**config.mk**
```make
export PLATFORM = sky130hd
export DESIGN_NAME = fir_interp2
export DESIGN_NICKNAME = d
export VERILOG_FILES = /design/src/rtl/fir_interp2.sv
export SDC_FILE = /design/constraint.sdc
export NUM_CORES = 1
export LEC_CHECK = 0
export BUFFER_PORTS_ARGS = -buffer_cell sky130_fd_sc_hd__buf_2
export CORE_ASPECT_RATIO = 0.5
export CORE_UTILIZATION = 35
export CTS_CLUSTER_SIZE = 24
export DETAILED_ROUTE_END_ITERATION = 8
export PLACE_DENSITY = 0.51
export SLEW_MARGIN = 20
export SYNTH_ARGS = -nofsm -noshare
export SYNTH_HDL_FRONTEND = slang
export SYNTH_SLANG_ARGS = --single-unit
```
**constraint.sdc**
```tcl
create_clock -name Clk -period 28.2 [get_ports Clk]
set_input_delay 1.41 -clock Clk [delete_from_list [all_inputs] [get_ports Clk]]
set_output_delay 1.41 -clock Clk [all_outputs]
set_load 0.02 [all_outputs]
```
**src/rtl/fir_interp2.sv**
```systemverilog
// -----------------------------------------------------------------------------
// fir_interp2 -- interpolate-by-2 symmetric FIR with a single shared multiplier.
//
// Each accepted input sample produces two output samples: one from the sample
// itself (data phase) and one from an inserted zero (zero phase). The FW-tap
// symmetric filter is evaluated with folded pairs, one multiply-accumulate per
// cycle, so an input occupies the block for 2*FN+3 cycles in total.
//
// Ports
//   Clk         clock, rising edge
//   Rstn        asynchronous active-low reset
//   Clear       synchronous clear, aborts any operation in progress
//   DataIn      signed input sample (DW bits)
//   DataInVld   input sample offered
//   DataInRdy   block can accept; transfer when DataInVld & DataInRdy
//   CoeffSel    coefficient bank select, captured at transfer
//   Coeff       two banks of FN signed folded coefficients, Coeff[bank][k]
//   DataOut     signed output sample, held between strobes
//   DataOutVld  one-cycle strobe per output sample (no backpressure)
//   dbg_state   {phase, fsm state} for observation (IDLE=0, MAC=1, OUT=2)
//
// Handshake: a sample moves on a rising edge where DataInVld and DataInRdy are
// both high. DataInRdy depends only on the FSM state, never on DataInVld.
// -----------------------------------------------------------------------------
module fir_interp2 #(
    parameter int DW = 10,
    parameter int CW = 10,
    parameter int FW = 7,
    parameter int SL = 7
) (
    input  logic                                  Clk,
    input  logic                                  Rstn,
    input  logic                                  Clear,
    input  logic signed [DW-1:0]                  DataIn,
    input  logic                                  DataInVld,
    output logic                                  DataInRdy,
    input  logic                                  CoeffSel,
    input  logic [1:0][(FW+1)/2-1:0][CW-1:0]      Coeff,
    output logic signed [DW-1:0]                  DataOut,
    output logic                                  DataOutVld,
    output logic [2:0]                            dbg_state
);

    localparam int FN   = (FW + 1) / 2;
    localparam int AW   = DW + CW + $clog2(FW) + 1;
    localparam int PW   = DW + 1 + CW;
    localparam int CNTW = (FN > 1) ? $clog2(FN) : 1;

    localparam logic [CNTW-1:0]     CNT_LAST = CNTW'(FN - 1);
    localparam logic signed [AW-1:0] OUT_MAX = {{(AW-DW+1){1'b0}}, {(DW-1){1'b1}}};
    localparam logic signed [AW-1:0] OUT_MIN = {{(AW-DW+1){1'b1}}, {(DW-1){1'b0}}};

    typedef enum logic [1:0] {
        S_IDLE = 2'd0,
        S_MAC  = 2'd1,
        S_OUT  = 2'd2
    } state_t;

    state_t                 state;
    state_t                 state_nxt;
    logic signed [DW-1:0]   tap [FW];
    logic                   phase;
    logic [CNTW-1:0]        cnt;
    logic                   bank;
    logic signed [AW-1:0]   acc;

    logic signed [DW-1:0]   near_tap;
    logic signed [DW-1:0]   far_tap;
    logic signed [DW:0]     pair;
    logic signed [CW-1:0]   coef;
    logic signed [PW-1:0]   prod;
    logic signed [AW-1:0]   acc_sum;
    logic signed [AW-1:0]   shifted;
    logic signed [DW-1:0]   sat_val;

    assign DataInRdy  = (state == S_IDLE);
    // A Clear arriving in the OUT cycle discards that output as well.
    assign DataOutVld = (state == S_OUT) && !Clear;
    assign dbg_state  = {phase, state};

    // ---------------------------------------------------------------- FSM
    always_ff @(posedge Clk or negedge Rstn) begin
        if (!Rstn) begin
            state <= S_IDLE;
        end else begin
            state <= state_nxt;
        end
    end

    always_comb begin
        state_nxt = state;
        case (state)
            S_IDLE:  if (DataInVld)        state_nxt = S_MAC;
            S_MAC:   if (cnt == CNT_LAST)  state_nxt = S_OUT;
            S_OUT:   state_nxt = phase ? S_IDLE : S_MAC;
            default: state_nxt = S_IDLE;
        endcase
        if (Clear) begin
            state_nxt = S_IDLE;
        end
    end

    // ---------------------------------------------------------- MAC term
    // Folded pair k is tap[k] + tap[FW-1-k]; the centre tap has no partner.
    always_comb begin
        near_tap = '0;
        far_tap  = '0;
        for (int i = 0; i < FN; i++) begin
            if (cnt == CNTW'(i)) begin
                near_tap = tap[i];
                far_tap  = (i == FN - 1) ? '0 : tap[FW-1-i];
            end
        end
        pair    = {near_tap[DW-1], near_tap} + {far_tap[DW-1], far_tap};
        // Coefficients are read live so a change only affects terms not yet summed.
        coef    = $signed(Coeff[bank][cnt]);
        prod    = pair * coef;
        acc_sum = acc + AW'(prod);
        shifted = acc_sum >>> SL;
        if (shifted > OUT_MAX) begin
            sat_val = OUT_MAX[DW-1:0];
        end else if (shifted < OUT_MIN) begin
            sat_val = OUT_MIN[DW-1:0];
        end else begin
            sat_val = shifted[DW-1:0];
        end
    end

    // ---------------------------------------------------------- datapath
    always_ff @(posedge Clk or negedge Rstn) begin
        if (!Rstn) begin
            for (int i = 0; i < FW; i++) tap[i] <= '0;
            acc     <= '0;
            phase   <= 1'b0;
            cnt     <= '0;
            bank    <= 1'b0;
            DataOut <= '0;
        end else if (Clear) begin
            for (int i = 0; i < FW; i++) tap[i] <= '0;
            acc     <= '0;
            phase   <= 1'b0;
            cnt     <= '0;
            DataOut <= '0;
        end else begin
            case (state)
                S_IDLE: begin
                    if (DataInVld) begin
                        tap[0] <= DataIn;
                        for (int i = 1; i < FW; i++) tap[i] <= tap[i-1];
                        bank  <= CoeffSel;
                        phase <= 1'b0;
                        cnt   <= '0;
                        acc   <= '0;
                    end
                end
                S_MAC: begin
                    acc <= acc_sum;
                    if (cnt == CNT_LAST) begin
                        cnt     <= '0;
                        // Result is registered on the last MAC so it is
                        // already stable during the OUT strobe cycle.
                        DataOut <= sat_val;
                    end else begin
                        cnt <= cnt + CNTW'(1);
                    end
                end
                S_OUT: begin
                    if (!phase) begin
                        tap[0] <= '0;
                        for (int i = 1; i < FW; i++) tap[i] <= tap[i-1];
                        phase <= 1'b1;
                        cnt   <= '0;
                        acc   <= '0;
                    end
                end
                default: begin
                    cnt <= '0;
                end
            endcase
        end
    end

endmodule

```
==> impl_metrics.yaml, run 1 <==
sta:
  hold_viol: 0
  fin_crit_sh: 0.3576
  fmax_ghz: 0.09917
  grt_setup_unrepaired: "false"
  relSlewSlack: 0.2616
  worstMarginPinSlew_ns: 1.100
  fin_crit_ns: 10.08
  finalClockSkew_ns: 0.01658
  setup-tns-final_ns: 0
  setup_violations: 0
  slew_viol_final: 0
global_routing:
  overflow: 0
  grt_pass1_wl_microns: 50200
  antenna_found_initial: 0
  grt_pass1_vias: 9253
  grt_use_total: 0.1885
  grt_max_degree: 79
yosys:
  syn_area_sq_um: 11670
  yosys.area.top_type_share: 0.2358
  ys_warn_count: 0
  avgSynthCellArea_sq_um: 8.822
  ys_types: 60
  synth_edf_count: 0
  synthArstFlopShare: 1.000
  synth_common_cells: "nand2_1 (225), inv_1 (187), fa_1 (132), dfrtp_1 (110), o21ai_0 (93)"
  synth_cells: 1323
  ys_ff_latch: 110
  synth.area.top_cells: "dfrtp_1 (24%), fa_1 (23%), ha_1 (8.7%)"
  synth_nets: 1631
  synth.most_common_cell: "nand2_1"
  yosysSeqAreaShare: 0.2358
  yosysTopAreaCell: "dfrtp_1"
  synth_ff_type: "dfrtp_1"
finish:
  area_delta_synth_final_pct: 10.93
  fillers: 3289
  drive_gt1_frac: 0.1295
  antenna_cells: 0
  fin_nets: 1708
  layoutNonFillerInstCount: 1837
floorplanning:
  ios: 110
  die-area_sq_um: 34130
  die_x_microns: 260.3
  core_area_sq_um: 32230
  die_y_microns: 131.1
  initial_core_util: 0.3621
  rows: 46
place:
  place.gp.congestion: 0.8404
  place.port_buffers: 109
  hpwl_microns: 24110
  dp_cells: 1821
clock_network:
  cts.clk_slew.worst_paths_ns: 0.08
  cts.sinks: 110
  root_buffer: "clkbuf_16"
  clock_latency_ns: 0.38
  cts_made_buffers: 9
  clk_path_buf_depth: 2
  htree_levels: 3
  cts_tree: "yes"
  ctsResizeCount: 0
  cts_hold_buffers: 0
  postCtsSetupBuffers: 0
setup_path:
  endpoint_kind: "register"
  timing.rr.start: "cnt[0]$_DFFE_PN0P_"
  rrSetupSlack_ns: 18.12
  startpoint: "cnt[0]$_DFFE_PN0P_"
  critical-path-max-stage-delay_ns: 0.95
  crit_type: "register to register"
  startpoint_type: "register"
  critPathMaxFanout: 25
  cp_slowest_cell: "dfrtp_1"
  arrival_ns: 10.31
  crit_required_ns: 28.42
drt:
  first_pass_iters: 5
  drc_errors: 0
  vias_per_cell: 4.892
  ant_nets: 0
  finalWirelength_microns: 30540
  wire_per_inst_microns: 16.62
  vias: 8987
  drt-initial-drc-count: 512
hold_path:
  hp-class: "register to register"
  min_from: "tap[6]$_DFFE_PN0P_"
job:
  max_cap_viol_count: 0
status:
  outcome: "complete, no violations"
## cell type report
type / count / area [sq um] / share of cell area
repair buffers: 122 / 645.6 / 0.04986
inverters: 188 / 705.7 / 0.05450
multi-input cells: 969 / 8016 / 0.6192
flip-flops and latches: 110 / 2753 / 0.2126
well taps: 432 / 540.5 / 0.04175
clock inverters: 6 / 57.56 / 0.004445
clock buffers: 10 / 229.0 / 0.01768
## per-stage QoR
| step | setup WS, ns | area (sq um) | util | hold slack [ns] |
|---|---|---|---|---|
| 2_1_floorplan | 19.06 | 11670 | - | 0.4497 |
| 3_3_place_gp | 18.31 | 12660 | 0.3927 | 0.4626 |
| 3_5_place_dp | 18.09 | 12660 | 0.3927 | 0.4703 |
| 4_1_cts | 18.03 | 12940 | 0.4016 | 0.4886 |
| 5_1_grt | 17.37 | 12950 | 0.4017 | 0.5180 |
| 6_report | 18.12 | 12950 | 0.4017 | 0.4839 |
## worst max-delay path: cells and delay by family (launching register included)
| kind | cells | cell delay, ns |
|---|---|---|
| AOI/OAI and AO/OA | 13 | 2.81 |
| xor gates and xnor gates | 1 | 0.18 |
| adders and majority gates | 8 | 3.87 |
| buffers and inverters | 4 | 0.32 |
| DFF | 1 | 0.95 |
| muxes | 1 | 0.42 |
| and+or+nand+nor | 10 | 1.37 |
## registers in the layout, indices dropped and copies added, names as in the netlist
signal / cells
phase: 1
tap: 70
cnt: 2
acc: 24
state: 2
DataOut: 10
bank: 1
## layer usage
layer | wire length, microns | global-route usage | up-vias
met5 | 0 | 0 | -
met4 | 313 | 0.03541 | 0
met3 | 1263 | 0.03144 | 21
met2 | 14250 | 0.3023 | 168
met1 | 14710 | 0.2686 | 4417
li1 | - | - | 4381
## cells in the final DEF, fill, tap and decap left out, drive strengths merged, types with 17 or more instances in the layout
| master | instances |
|---|---|
| nor2 | 93 |
| mux4 | 20 |
| buf | 122 |
| o21ai | 97 |
| dfrtp | 110 |
| and2 | 17 |
| ha | 81 |
| a21oi | 71 |
| xnor2 | 20 |
| nand2b | 67 |
| fa | 132 |
| nand2 | 225 |
| nor2b | 22 |
| inv | 189 |
## final timing paths
| check | to | depth (start not counted) |
|---|---|---|
| min in group asynchronous | DataOut[8]$_DFFE_PN0P_ | 1 |
| worst min-delay path | tap[6]$_DFFE_PN0P_ | 2 |
| worst max register to register | DataOut[1]$_DFFE_PN0P_ | 37 |
| worst max-delay path | DataOut[1]$_DFFE_PN0P_ | 37 |
| worst min register to register | tap[6]$_DFFE_PN0P_ | 2 |
| max in group asynchronous | tap[25]$_DFFE_PN0P_ | 2 |
## logic make-up after synthesis
kind of cell	share of synthesized area
AND/OR/NAND/NOR	0.1824
buffers and inverters	0.07901
AO/OA/AOI/OAI	0.1188
adder cells (fa/ha/maj)	0.3132
flip-flops	0.2358
XOR/XNOR	0.02401
multiplexers	0.04674
Power of run 1 is not shown: default switching activity piles up to over one toggle a cycle in this logic, so the estimate is an artifact.
==> run 2: changes to the inputs <==
- PLACE_DENSITY: 0.51 -> 0.53
- clock period: 28.2 -> 8.9 ns (I/O delays scaled with it)
==> run 2 against run 1 <==
  * Register-to-register slack got worse by 18 ns
  * Global-route usage decreased by 0.12 points
  * Wire length increased by 0.38%
  * Cell area increased by 2.9%
  * Count of clock-buffer cells in the layout decreased by 1
  * Core utilization increased by 1.2 points
==> impl_metrics.yaml, run 2 (synthesis gave the netlist of run 1 again) <==
drt:
  drc_errors: 0
  first_pass_iters: 5
  finalWirelength_microns: 30660
  ant_nets: 0
  vias_per_cell: 4.879
  vias: 9104
  drt-initial-drc-count: 574
  wire_per_inst_microns: 16.43
clock_network:
  htree_levels: 3
  clk_path_buf_depth: 2
  cts.clk_slew.worst_paths_ns: 0.08
  cts_tree: "yes"
  cts_hold_buffers: 0
  cts_made_buffers: 9
  cts.sinks: 110
  clock_latency_ns: 0.39
  root_buffer: "clkbuf_16"
place:
  dp_cells: 1844
  place.port_buffers: 109
  dpl_cell_area_sq_um: 12830
  hpwl_microns: 24280
  place.gp.congestion: 0.9018
sta:
  fin_crit_ns: 8.462
  fmax_ghz: 0.1182
  slew_viol_final: 0
  relSlewSlack: 0.3381
  finalClockSkew_ns: 0.01718
  worstMarginPinSlew_ns: 0.9928
  setup_violations: 0
  hold_viol: 0
  fin_crit_sh: 0.9508
floorplanning:
  ios: 110
  core_area_sq_um: 32230
  rows: 46
  die-area_sq_um: 34130
  initial_core_util: 0.3621
  die_x_microns: 260.3
  die_y_microns: 131.1
global_routing:
  grt_pass1_vias: 9416
  antenna_found_initial: 0
  grt_max_degree: 84
  grt_use_total: 0.1873
  overflow: 0
  grt_pass1_wl_microns: 50310
finish:
  layout_commonest_cell: "nand2_1"
  layoutNonFillerInstCount: 1866
  multi_input_area_sq_um: 8138
  final_cell_mix: "nand2_1 (224), inv_1 (186), fa_1 (130)"
  regMostFlops: "tap"
  fillers: 3261
  largestRegisters: "tap x70, acc x24, DataOut x10"
  fin_area_sq_um: 13330
  drive_gt1_frac: 0.1653
  area_delta_synth_final_pct: 14.19
  fin_nets: 1738
  regArea_sq_um: 2755
  largest_reg_flops: 70
  antenna_cells: 0
setup_path:
  crit_required_ns: 9.19
  critPathMostFrequentCell: "fa_1"
  arrival_ns: 8.75
  startpoint_type: "register"
  endpoint_kind: "register"
  critPathMaxFanout: 11
  crit_type: "register to register"
  path_delay_family: "adder cells"
  worst-path-buf-inv: 5
  critical-path-max-stage-delay_ns: 0.55
  cp_slowest_cell: "fa_1"
status:
  outcome: "complete, no violations"
job:
  max_cap_viol_count: 0
hold_path:
  hp-class: "input pin to async pin"
run 2: cell count changes in the layout (fill, tap and decap cells not counted), moves of 3 or more:
cell,change
a21oi_2,+4
a21oi_1,-3
o21ai_0,-3
xnor2_1,-4
buf_6,+4
buf_4,+26
ha_2,+5
xnor2_2,+4
ha_1,-6
run 2: per-layer routing:
metal / part of all wire / GRT usage / vias to the layer above
met5: 0 / 0 / -
met4: 0.028 / 0.06303 / 0
met3: 0.050 / 0.04610 / 47
met2: 0.45 / 0.2908 / 167
met1: 0.47 / 0.2546 / 4452
li1: - / - / 4438
run 2: repair_timing:
item,CTS,global route
setup endpoints to repair,9,12
hold endpoints to repair,0,0
resized for setup,2,35
buffers inserted,0,6
pin swaps,0,14
cloned,0,1
run 2: worst reg2reg max path: cells and delay by family (launching register included):
family                   cells  cell delay (ns)
adder cells (fa/ha/maj)      8             3.41
AO/OA/AOI/OAI               12             1.95
AND/OR/NAND/NOR             10             1.64
buffers and inverters        5             0.43
flip-flops                   1             0.40
multiplexers                 1             0.36
XOR/XNOR                     1             0.21
run 2: path summary, 6_finish.rpt:
| path | startpoint | slack [ns] | endpoint | cells past startpoint |
|---|---|---|---|---|
| max reg2reg | cnt[1]$_DFFE_PN0P_ | 0.44 | DataOut[6]$_DFFE_PN0P_ | 37 |
| max in group asynchronous | Rstn | 7.45 | cnt[0]$_DFFE_PN0P_ | 2 |
| max | cnt[1]$_DFFE_PN0P_ | 0.44 | DataOut[6]$_DFFE_PN0P_ | 37 |
| min in group Clk | DataIn[4] | 0.29 | tap[64]$_DFFE_PN0P_ | 3 |
| min reg2reg | tap[9]$_DFFE_PN0P_ | 0.48 | tap[9]$_DFFE_PN0P_ | 2 |
| min | Rstn | 0.15 | acc[17]$_DFFE_PN0P_ | 1 |
run 2: final cells by class:
cell class              instances  area share
multi-input cells             970      0.6106
well taps                     432     0.04056
repair buffers                151     0.06609
flip-flops and latches        110      0.2067
clock inverters                 6    0.006196
clock buffers                   9     0.01690
inverters                     188     0.05295
run 2: per-stage QoR:
stage	TNS, ns	util	hold WS [ns]	setup slack, ns
floorplan	0	-	0.1494	0.006883
global placement	0	0.3980	0.4612	0.04684
detailed placement	-1.380	0.3980	0.4713	-0.1741
CTS	0	0.4080	0.1656	0.04260
global route	-0.002173	0.4135	0.2108	-0.002173
finish	0	0.4135	0.1467	0.4377
Power of run 2 is left out for the same reason.
==> run 3: changes to the inputs <==
- CORE_UTILIZATION: 35 -> 56
- PLACE_DENSITY: 0.53 -> 0.78
==> run 3 against run 2 <==
  * Die area decreased by 37%
  * First-iteration DRC count fell by 0.52%
  * Sequential share of layout area rose by 0.35 points
  * Wire length decreased by 5.2%
==> impl_metrics.yaml, run 3 (synthesis gave the netlist of run 1 again) <==
status:
  outcome: "complete, no violations"
global_routing:
  grt_pass1_wl_microns: 47990
  antenna_found_initial: 0
  grt_max_degree: 141
  grt_pass1_vias: 9625
  grt_use_total: 0.2857
  overflow: 0
setup_path:
  critPathMaxFanout: 14
  critPathMostFrequentCell: "fa_1"
  path_delay_family: "adder cells"
  crit_type: "register to register"
  worst-path-buf-inv: 9
  arrival_ns: 8.78
  reg2reg_to: "DataOut[7]$_DFFE_PN0P_"
  rrSetupSlack_ns: 0.35
  cp-endpoint: "DataOut[7]$_DFFE_PN0P_"
  reg2reg_depth: 37
  critical-path-max-stage-delay_ns: 0.56
  endpoint_kind: "register"
  cp_slowest_cell: "fa_1"
  timing.rr.start: "cnt[1]$_DFFE_PN0P_"
  crit_required_ns: 9.13
  startpoint_type: "register"
  cp_num_cells: 37
  startpoint: "cnt[1]$_DFFE_PN0P_"
sta:
  relSlewSlack: 0.2876
  finalClockSkew_ns: 0.01879
  setup-tns-final_ns: 0
  setup_violations: 0
  fin_crit_ns: 8.549
  worstMarginPinSlew_ns: 1.069
  fmax_ghz: 0.1170
  hold_viol: 0
  fin_crit_sh: 0.9606
  slew_viol_final: 0
floorplanning:
  core_area_sq_um: 19950
  die_x_microns: 206.2
  die_y_microns: 104.1
  rows: 36
  initial_core_util: 0.5849
  die-area_sq_um: 21460
  ios: 110
drt:
  first_pass_iters: 7
  met2_length_microns: 13670
  ant_nets: 0
  vias: 9316
  vias_per_cell: 5.499
  drt-initial-drc-count: 571
  wl_met3_microns: 1598
  wire_per_inst_microns: 17.15
  wl_met1_microns: 13100
  drc_errors: 0
  finalWirelength_microns: 29050
  top_layer: "met4"
finish:
  layout_commonest_cell: "nand2_1"
  multi_input_area_sq_um: 8147
  fin_nets: 1731
  fillers: 1600
  final_cell_mix: "nand2_1 (223), inv_1 (186), fa_1 (131)"
  largest_reg_flops: 70
  drive_gt1_frac: 0.1625
  regArea_sq_um: 2754
  largestRegisters: "tap x70, acc x24, DataOut x10"
  antenna_cells: 0
  regMostFlops: "tap"
  area_delta_synth_final_pct: 12.22
  fin_util: 0.6564
place:
  place.gp.congestion: 0.9359
  hpwl_microns: 22180
  place.port_buffers: 109
clock_network:
  clk_path_buf_depth: 2
  cts.clk_slew.worst_paths_ns: 0.09
  cts_made_buffers: 9
  cts.sinks: 110
  root_buffer: "clkbuf_16"
  htree_levels: 3
  clock_latency_ns: 0.38
  cts_tree: "yes"
job:
  max_cap_viol_count: 0
hold_path:
  hp-class: "input pin to async pin"
[run 3: cell count changes in the layout (fill, tap and decap cells not counted), sizes merged]
cell      delta
buf          -6
clkinvlp     -1
a21oi        -1
inv          +2
bufinv       -1
clkbuf       +1
[run 3: worst min path at each step]
stage                       startpoint                     end  slack (ns)
floorplan                         Rstn  DataOut[0]$_DFFE_PN0P_        0.15
global placement    tap[2]$_DFFE_PN0P_      tap[2]$_DFFE_PN0P_        0.46
detailed placement  tap[9]$_DFFE_PN0P_      tap[9]$_DFFE_PN0P_        0.47
CTS                               Rstn     acc[17]$_DFFE_PN0P_        0.21
global route                      Rstn     acc[17]$_DFFE_PN0P_        0.24
finish                            Rstn     acc[17]$_DFFE_PN0P_        0.16
[run 3: stage by stage]
stage / hold slack [ns] / std cells / area, sq um / setup WS (ns)
2_1_floorplan: 0.1494 / 1323 / 11670 / 0.006883
5_1_grt: 0.2358 / 1694 / 13100 / -0.04714
4_1_cts: 0.2101 / 1683 / 12840 / 0.07320
3_5_place_dp: 0.4699 / 1667 / 12550 / 0.05313
3_3_place_gp: 0.4637 / 1667 / 12550 / 0.1781
6_report: 0.1645 / 1694 / 13100 / 0.3508
[run 3: final cells by class]
type,instances,share of cell area
multi-input combinational,969,0.6220
clock buffer,10,0.01748
timing repair buffer,145,0.06620
inverter,188,0.05388
sequential,110,0.2103
tap,266,0.02541
clock inverter,6,0.004776
[run 3: timing repair]
item	4_1_cts	5_1_grt
pin swaps	0	11
setup endpoints to repair	9	12
hold buffers	0	0
gates cloned	0	2
setup buffers	0	9
hold endpoints to repair	0	0
resized for setup	1	40
[run 3: routing by layer]
metal | vias up | track usage
li1 | 4432 | -
met1 | 4593 | 0.3929
met2 | 237 | 0.4605
met3 | 54 | 0.05764
met4 | 0 | 0.07878
met5 | - | 0
[run 3: worst reg2reg max path, delay by kind of cell, from the launching register on]
kind | cells | cell delay (ns)
AO/OA/AOI/OAI | 8 | 1.75
flip-flops | 1 | 0.39
buffers and inverters | 9 | 1.11
XOR/XNOR | 2 | 0.44
AND/OR/NAND/NOR | 9 | 1.07
adder cells (fa/ha/maj) | 9 | 3.64
Power of run 3 is left out for the same reason.
